`config.mk`:
```
export PLATFORM = sky130hd
export DESIGN_NAME = kbd_scan_ctrl
export DESIGN_NICKNAME = d
export VERILOG_FILES = /design/src/rtl/kbd_scan_ctrl.sv
export SDC_FILE = /design/constraint.sdc
export NUM_CORES = 1
export LEC_CHECK = 0
export CORE_MARGIN = 3
export CORE_UTILIZATION = 51
export CTS_CLUSTER_DIAMETER = 150
export DETAILED_ROUTE_END_ITERATION = 8
export PLACE_DENSITY = 0.77
export SLEW_MARGIN = 30
export SYNTH_ARGS = -nofsm -noshare
export SYNTH_HDL_FRONTEND = slang
export SYNTH_SLANG_ARGS = --single-unit
```
`constraint.sdc`:
```
create_clock -name C -period 2.14 [get_ports C]
set_input_delay 0.428 -clock C [delete_from_list [all_inputs] [get_ports C]]
set_output_delay 0.428 -clock C [all_outputs]
set_load 0.005 [all_outputs]
```
`src/rtl/kbd_scan_ctrl.sv`:
```
// rtl/kbd_scan_ctrl.sv - Agat-9 keyboard matrix scan sequencer with debounce and strobe/ack handshake
module kbd_scan_ctrl #(
  parameter int DIV = 16,
  parameter int DEB = 3
) (
  input  logic       C,
  input  logic       Rn,
  input  logic       sense_n,
  input  logic       ack,
  output logic [2:0] row_sel,
  output logic [2:0] col_sel,
  output logic       col_en_n,
  output logic [5:0] code,
  output logic       strb
);

  localparam int              DCW     = (DIV > 1) ? $clog2(DIV) : 1;
  localparam logic [DCW-1:0]  DC_LAST = DCW'(DIV - 1);
  localparam logic [3:0]      SC_DONE = 4'(DEB);

  typedef enum logic [1:0] {
    S_SCAN,
    S_PRESS,
    S_REPORT,
    S_RELEASE
  } state_t;

  state_t         r_state;
  state_t         w_state_nxt;
  logic [DCW-1:0] r_dc;
  logic [5:0]     r_addr;
  logic [5:0]     w_addr_nxt;
  logic [3:0]     r_sc;
  logic [3:0]     w_sc_nxt;
  logic [3:0]     w_sc_inc;
  logic [5:0]     r_code;
  logic [5:0]     w_code_nxt;
  logic           r_col_en_n;
  logic           w_tick;

  assign w_tick   = (r_dc == DC_LAST);
  assign w_sc_inc = r_sc + 4'd1;

  // Dwell counter free-runs in every state; sense_n is only trusted on its last cycle.
  always_ff @(posedge C) begin
    if (!Rn) begin
      r_dc <= '0;
    end else if (w_tick) begin
      r_dc <= '0;
    end else begin
      r_dc <= r_dc + DCW'(1);
    end
  end

  always_ff @(posedge C) begin
    if (!Rn) begin
      r_state    <= S_SCAN;
      r_addr     <= 6'd0;
      r_sc       <= 4'd0;
      r_code     <= 6'd0;
      r_col_en_n <= 1'b1;
    end else begin
      r_state    <= w_state_nxt;
      r_addr     <= w_addr_nxt;
      r_sc       <= w_sc_nxt;
      r_code     <= w_code_nxt;
      r_col_en_n <= 1'b0;
    end
  end

  // Every transition clears sc so each state starts its stability count from zero.
  always_comb begin
    w_state_nxt = r_state;
    w_addr_nxt  = r_addr;
    w_sc_nxt    = r_sc;
    w_code_nxt  = r_code;
    case (r_state)
      S_SCAN: begin
        if (w_tick) begin
          if (!sense_n) begin
            w_state_nxt = S_PRESS;
            w_sc_nxt    = 4'd0;
          end else begin
            w_addr_nxt = r_addr + 6'd1;
          end
        end
      end
      S_PRESS: begin
        if (w_tick) begin
          if (!sense_n) begin
            if (w_sc_inc == SC_DONE) begin
              w_state_nxt = S_REPORT;
              w_code_nxt  = r_addr;
              w_sc_nxt    = 4'd0;
            end else begin
              w_sc_nxt = w_sc_inc;
            end
          end else begin
            w_state_nxt = S_SCAN;
            w_addr_nxt  = r_addr + 6'd1;
            w_sc_nxt    = 4'd0;
          end
        end
      end
      S_REPORT: begin
        if (ack) begin
          w_state_nxt = S_RELEASE;
          w_sc_nxt    = 4'd0;
        end
      end
      S_RELEASE: begin
        if (w_tick) begin
          if (sense_n) begin
            if (w_sc_inc == SC_DONE) begin
              w_state_nxt = S_SCAN;
              w_addr_nxt  = r_addr + 6'd1;
              w_sc_nxt    = 4'd0;
            end else begin
              w_sc_nxt = w_sc_inc;
            end
          end else begin
            w_sc_nxt = 4'd0;
          end
        end
      end
      default: begin
        w_state_nxt = S_SCAN;
        w_sc_nxt    = 4'd0;
      end
    endcase
  end

  assign row_sel  = r_addr[5:3];
  assign col_sel  = r_addr[2:0];
  assign col_en_n = r_col_en_n;
  assign code     = r_code;
  assign strb     = (r_state == S_REPORT);

endmodule

```
Word-level counts from Yosys, hierarchy flattened
Index checks and enable logic that the tools add are counted.
{"block": "word_totals", "latchBits": 0, "output_inout_bits": 14, "rom_bits": 0, "in_bits": 4, "ram_bits": 0, "n_memories": 0, "reg_bits": 23}
{"block": "op_classes", "mul": 0, "muxes": 26, "n_bitwise": 2, "eq_ne": 15, "reduce_logical": 8, "add_sub_neg": 3, "n_lt_le_gt_ge": 0, "div_mod_pow": 0, "n_shift": 0}
{"op": "2-to-1 mux 4 bit", "n": 8}
{"op": "2-to-1 mux 6 bit", "n": 5}
{"op": "2-to-1 mux 2 bit", "n": 9}
{"op": "one-hot mux 4 bit (4 select lines)", "n": 1}
{"op": "inequality test 2 bit (second input constant)", "n": 7}
{"op": "one-hot mux 6 bit (2 select lines)", "n": 1}
{"op": "adder 4 x 1 -> 4 bit (second input constant)", "n": 2}
{"op": "one-hot mux 2 bit (4 select lines)", "n": 1}
{"op": "AND reduction 8 bit", "n": 1}
{"op": "adder 6 x 1 -> 6 bit (second input constant)", "n": 1}
{"op": "AND reduction 6 bit", "n": 1}
{"op": "AND reduction 5 bit", "n": 1}
{"op": "== test 2 bit (second input constant)", "n": 2}
{"op": "== test 4 x 2 -> 1 bit (second input constant)", "n": 1}
{"op": "== test 4 bit (second input constant)", "n": 1}
{"op": "inequality test 2 x 1 -> 1 bit (second input constant)", "n": 2}
{"op": "AND reduction 4 bit", "n": 1}
{"op": "OR reduction 2 bit", "n": 2}
{"op": "inequality test 3 bit (second input constant)", "n": 1}
{"op": "== test 2 x 1 -> 1 bit (second input constant)", "n": 1}
{"op": "zero test 2 bit", "n": 1}
{"op": "NOT 1 bit", "n": 2}
{"op": "nonzero test 2 bit", "n": 1}
{"op": "2-to-1 mux 1 bit", "n": 1}

Longest topological paths before layout
{"block": "depth", "ltp_word": 6, "ltp_mapped": 6}

Least setup slack after synthesis
OpenSTA, ideal clock, no wires.
{"block": "synth_timing", "kind": "reg2reg", "from": "register r_sc[0]", "to": "register r_addr[2]", "setup_slack_ns": 0.422, "period_less_slack_ns": 1.718, "stages_incl_launch_ff": 7, "n_path_buf": 0, "t_arrival_ns": 1.648, "cell_sequence": "dfxtp_1 -> ha_1 -> nor3_1 -> a41oi_2 -> o21a_4 -> or4_1 -> a21oi_1"}
{"block": "synth_between", "elab_chain_cells": 4}
{"item": "start, declared", "line_no": "33", "text": "logic [3:0] r_sc;"}
{"item": "start signal, assigned", "line_no": "65", "text": "r_sc <= w_sc_nxt;"}
{"item": "adder 4 x 1 -> 4 bit", "line_no": "42", "text": "assign w_sc_inc = r_sc + 4'd1;"}
{"item": "== test 4 x 2 -> 1 bit", "line_no": "114", "text": "if (w_sc_inc == SC_DONE) begin"}
{"item": "inequality test 2 bit (no source line)"}
{"item": "AND reduction 6 bit (no source line)"}
{"item": "end signal, assigned", "line_no": "64", "text": "r_addr <= w_addr_nxt;"}
{"item": "end, declared", "line_no": "31", "text": "logic [5:0] r_addr;"}
Every way passes these cells.
A chain may end at the register's enable or synchronous reset.

==> metrics.cfg <==
[yosys]
syn_nets = 129
synth_top_area_share = 0.422
synth_area_sq_um = 1090
synth_most_common_cell = dfxtp_1
ys_seq_elements = 23
synthArstFlopShare = 0
synth_flop_cell = dfxtp_1
synth_top_cells_by_count = dfxtp_1 (23), nand2_1 (17), mux2i_1 (10)
avgSynthCellArea_sq_um = 9.02
ys_types = 38
netlist_instances = 121
ys_seq_area_frac = 0.422
yosysTopAreaCell = dfxtp_1
ys_warn_count = 0
synth.area.top_cells = dfxtp_1 (42%), mux2i_1 (9.2%), nand2_1 (5.8%)
synth_edf_count = 0

[timing]
drv_slew = 0
finalSetupViolCount = 0
tightestPinTransition_ps = 437
fin_crit_ps = 1930
clock.fmax_mhz = 519
rsz0062_at_grt = no
relSlewSlack = 0.708
clock_skew_ps = 2.25
period_share = 0.901
finalHoldViolations = 0
tns_ps = 0

[die]
initial_core_util = 0.545
dieWidth_um = 52.3
fp.dieArea_sq_um = 2730
core-area_sq_um = 2000
fp-row-count = 16
ios = 18
die_h_um = 52.3

[clocking]
cts_tree = done
insertion_delay_ps = 310
cts_hold_buffers = 0
postCtsSetupBuffers = 0
ctsResizeCount = 0
clk_path_buf_depth = 2
cts_max_level = 1
path_clk_slew_ps = 130
clock_sinks = 23
cts_root_buf = clkbuf_4
cts_buffers = 3

[critical_path]
worstPathMaxFanout = 9
critical_path_class = flip-flop to output pin
worst_setup_path_start_kind = flip-flop
cp.required_ps = 1710
cp-end-kind = output pin
worst_ep_arrival_time_ps = 1500
r2r_end = r_addr[2]$_SDFFE_PN0P_
rrSetupSlack_ps = 250
ff2ff_path_depth = 6
r2r_start = r_sc[0]$_SDFFE_PN0P_

[power]
p_leak_nw = 0.515
ir_worst_vdd_mv = 0.390
p_per_area_nw_per_um2 = 499

[detailed_routing]
via_count = 959
drtPass1Iterations = 4
via_per_inst = 5.54
dr.first_iter.drc_count = 22
ant_nets = 0
drt-wirelength-per-cell_um = 13.3
drc = 0
drt_wl_total_um = 2300

[worst_hold_path]
worstHoldEndpoint = code[0]$_SDFFE_PN0P_
min_path_cells = 2
hold_start = code[0]$_SDFFE_PN0P_
hp-class = flip-flop to flip-flop

[global_route]
grt_pass1_wl_um = 3970
first_global_vias = 957
antenna_found_initial = 0
grt_max_degree = 14
grt_overflow_total = 0
track_usage = 0.191

[placement]
hpwl_um = 1690
dp_cells = 169
port_buffers = 17
place.gp.congestion = 0.793

[cells_and_area]
ff_latch_area_sq_um = 460
finalNonFillerCells = 173
fill_cells = 172
multi_input_area_sq_um = 597
nets = 155
areaGrowthSynthToFinish_pct = 24.7
layout-drive-gt1-share = 0.116
antenna_cells = 0

[run_status]
status = finished, final reports clean

[flow_run]
max_cap_violations = 0

==> worst max-delay path, cell delays in order, from the launching register on <==
cell             delay, ps
dfxtp_1                510
and2b_1                180
clkdlybuf4s50_1        500
==> registers in the layout, summed over array words and instances (netlist names), named ones only <==
register,count
r_state,1
r_sc,4
r_dc,4
r_addr,6
col_en_n,1
code,6
==> final cells by class <==
type	instances	area share
multi-input combinational	90	0.439
sequential	23	0.339
timing repair buffer	24	0.164
tap	27	0.0248
clock buffer	3	0.0166
inverter	5	0.0138
clock inverter	1	0.00368
==> cell families after synthesis <==
kind of cell,count (synthesis),share of synthesized area
and+or+nand+nor,49,0.233
AOI/OAI and AO/OA,26,0.169
DFF,23,0.422
muxes,10,0.0917
buffers and inverters,8,0.0310
adders and majority gates,4,0.0459
xor gates and xnor gates,1,0.00803
==> through the flow <==
stage               setup WS, ps  power (mW)  area [sq um]  hold WS [ps]   util
floorplan                    422       0.465          1090           453      -
global placement             202       0.483          1330           446  0.666
detailed placement           132       0.484          1330           461  0.666
CTS                          212       0.682          1360           480  0.679
global route                 109       0.709          1360           511  0.679
finish                       213       0.679          1360           476  0.679
==> routing by layer <==
metal / vias to the layer above / routed length, um / global-route usage
met5: - / 0 / 0
met4: 0 / 27 / 0.0766
met3: 4 / 76 / 0.0427
met2: 17 / 1100 / 0.331
met1: 447 / 1100 / 0.228
li1: 491 / - / -
==> worst max path at each step <==
stage,startpoint,end
after global routing,flip-flop,strb
final,flip-flop,strb
after CTS,flip-flop,strb
after global placement,sense_n,r_sc[2]$_SDFFE_PN0P_
after detailed placement,sense_n,r_sc[2]$_SDFFE_PN0P_
after floorplan,r_sc[0]$_SDFFE_PN0P_,r_addr[2]$_SDFFE_PN0P_
==> placed cells by master, fill, tap and decap left out, drive strengths merged, types with 2 or more instances in the layout <==
cell           instances
clkdlybuf4s50         17
or3b                   2
buf                    7
and3                   3
inv                    5
nor2                   6
clkbuf                 3
nand3                  3
or4                    2
dfxtp                 23
nor3                   4
mux2i                 10
o21ai                  6
nand2b                 3
nor4                   2
a21oi                  8
ha                     4
nand2                 18
o31ai                  3
==> power breakdown <==
| group | internal, mW | leakage (nW) | switching [mW] |
|---|---|---|---|
| Combinational | 0.0168 | 0.311 | 0.0194 |
| Clock | 0.0698 | 0.0177 | 0.134 |
| Sequential | 0.434 | 0.186 | 0.00519 |
| Total | 0.521 | 0.515 | 0.158 |
No activity file was read; power rests on OpenSTA's default activity.
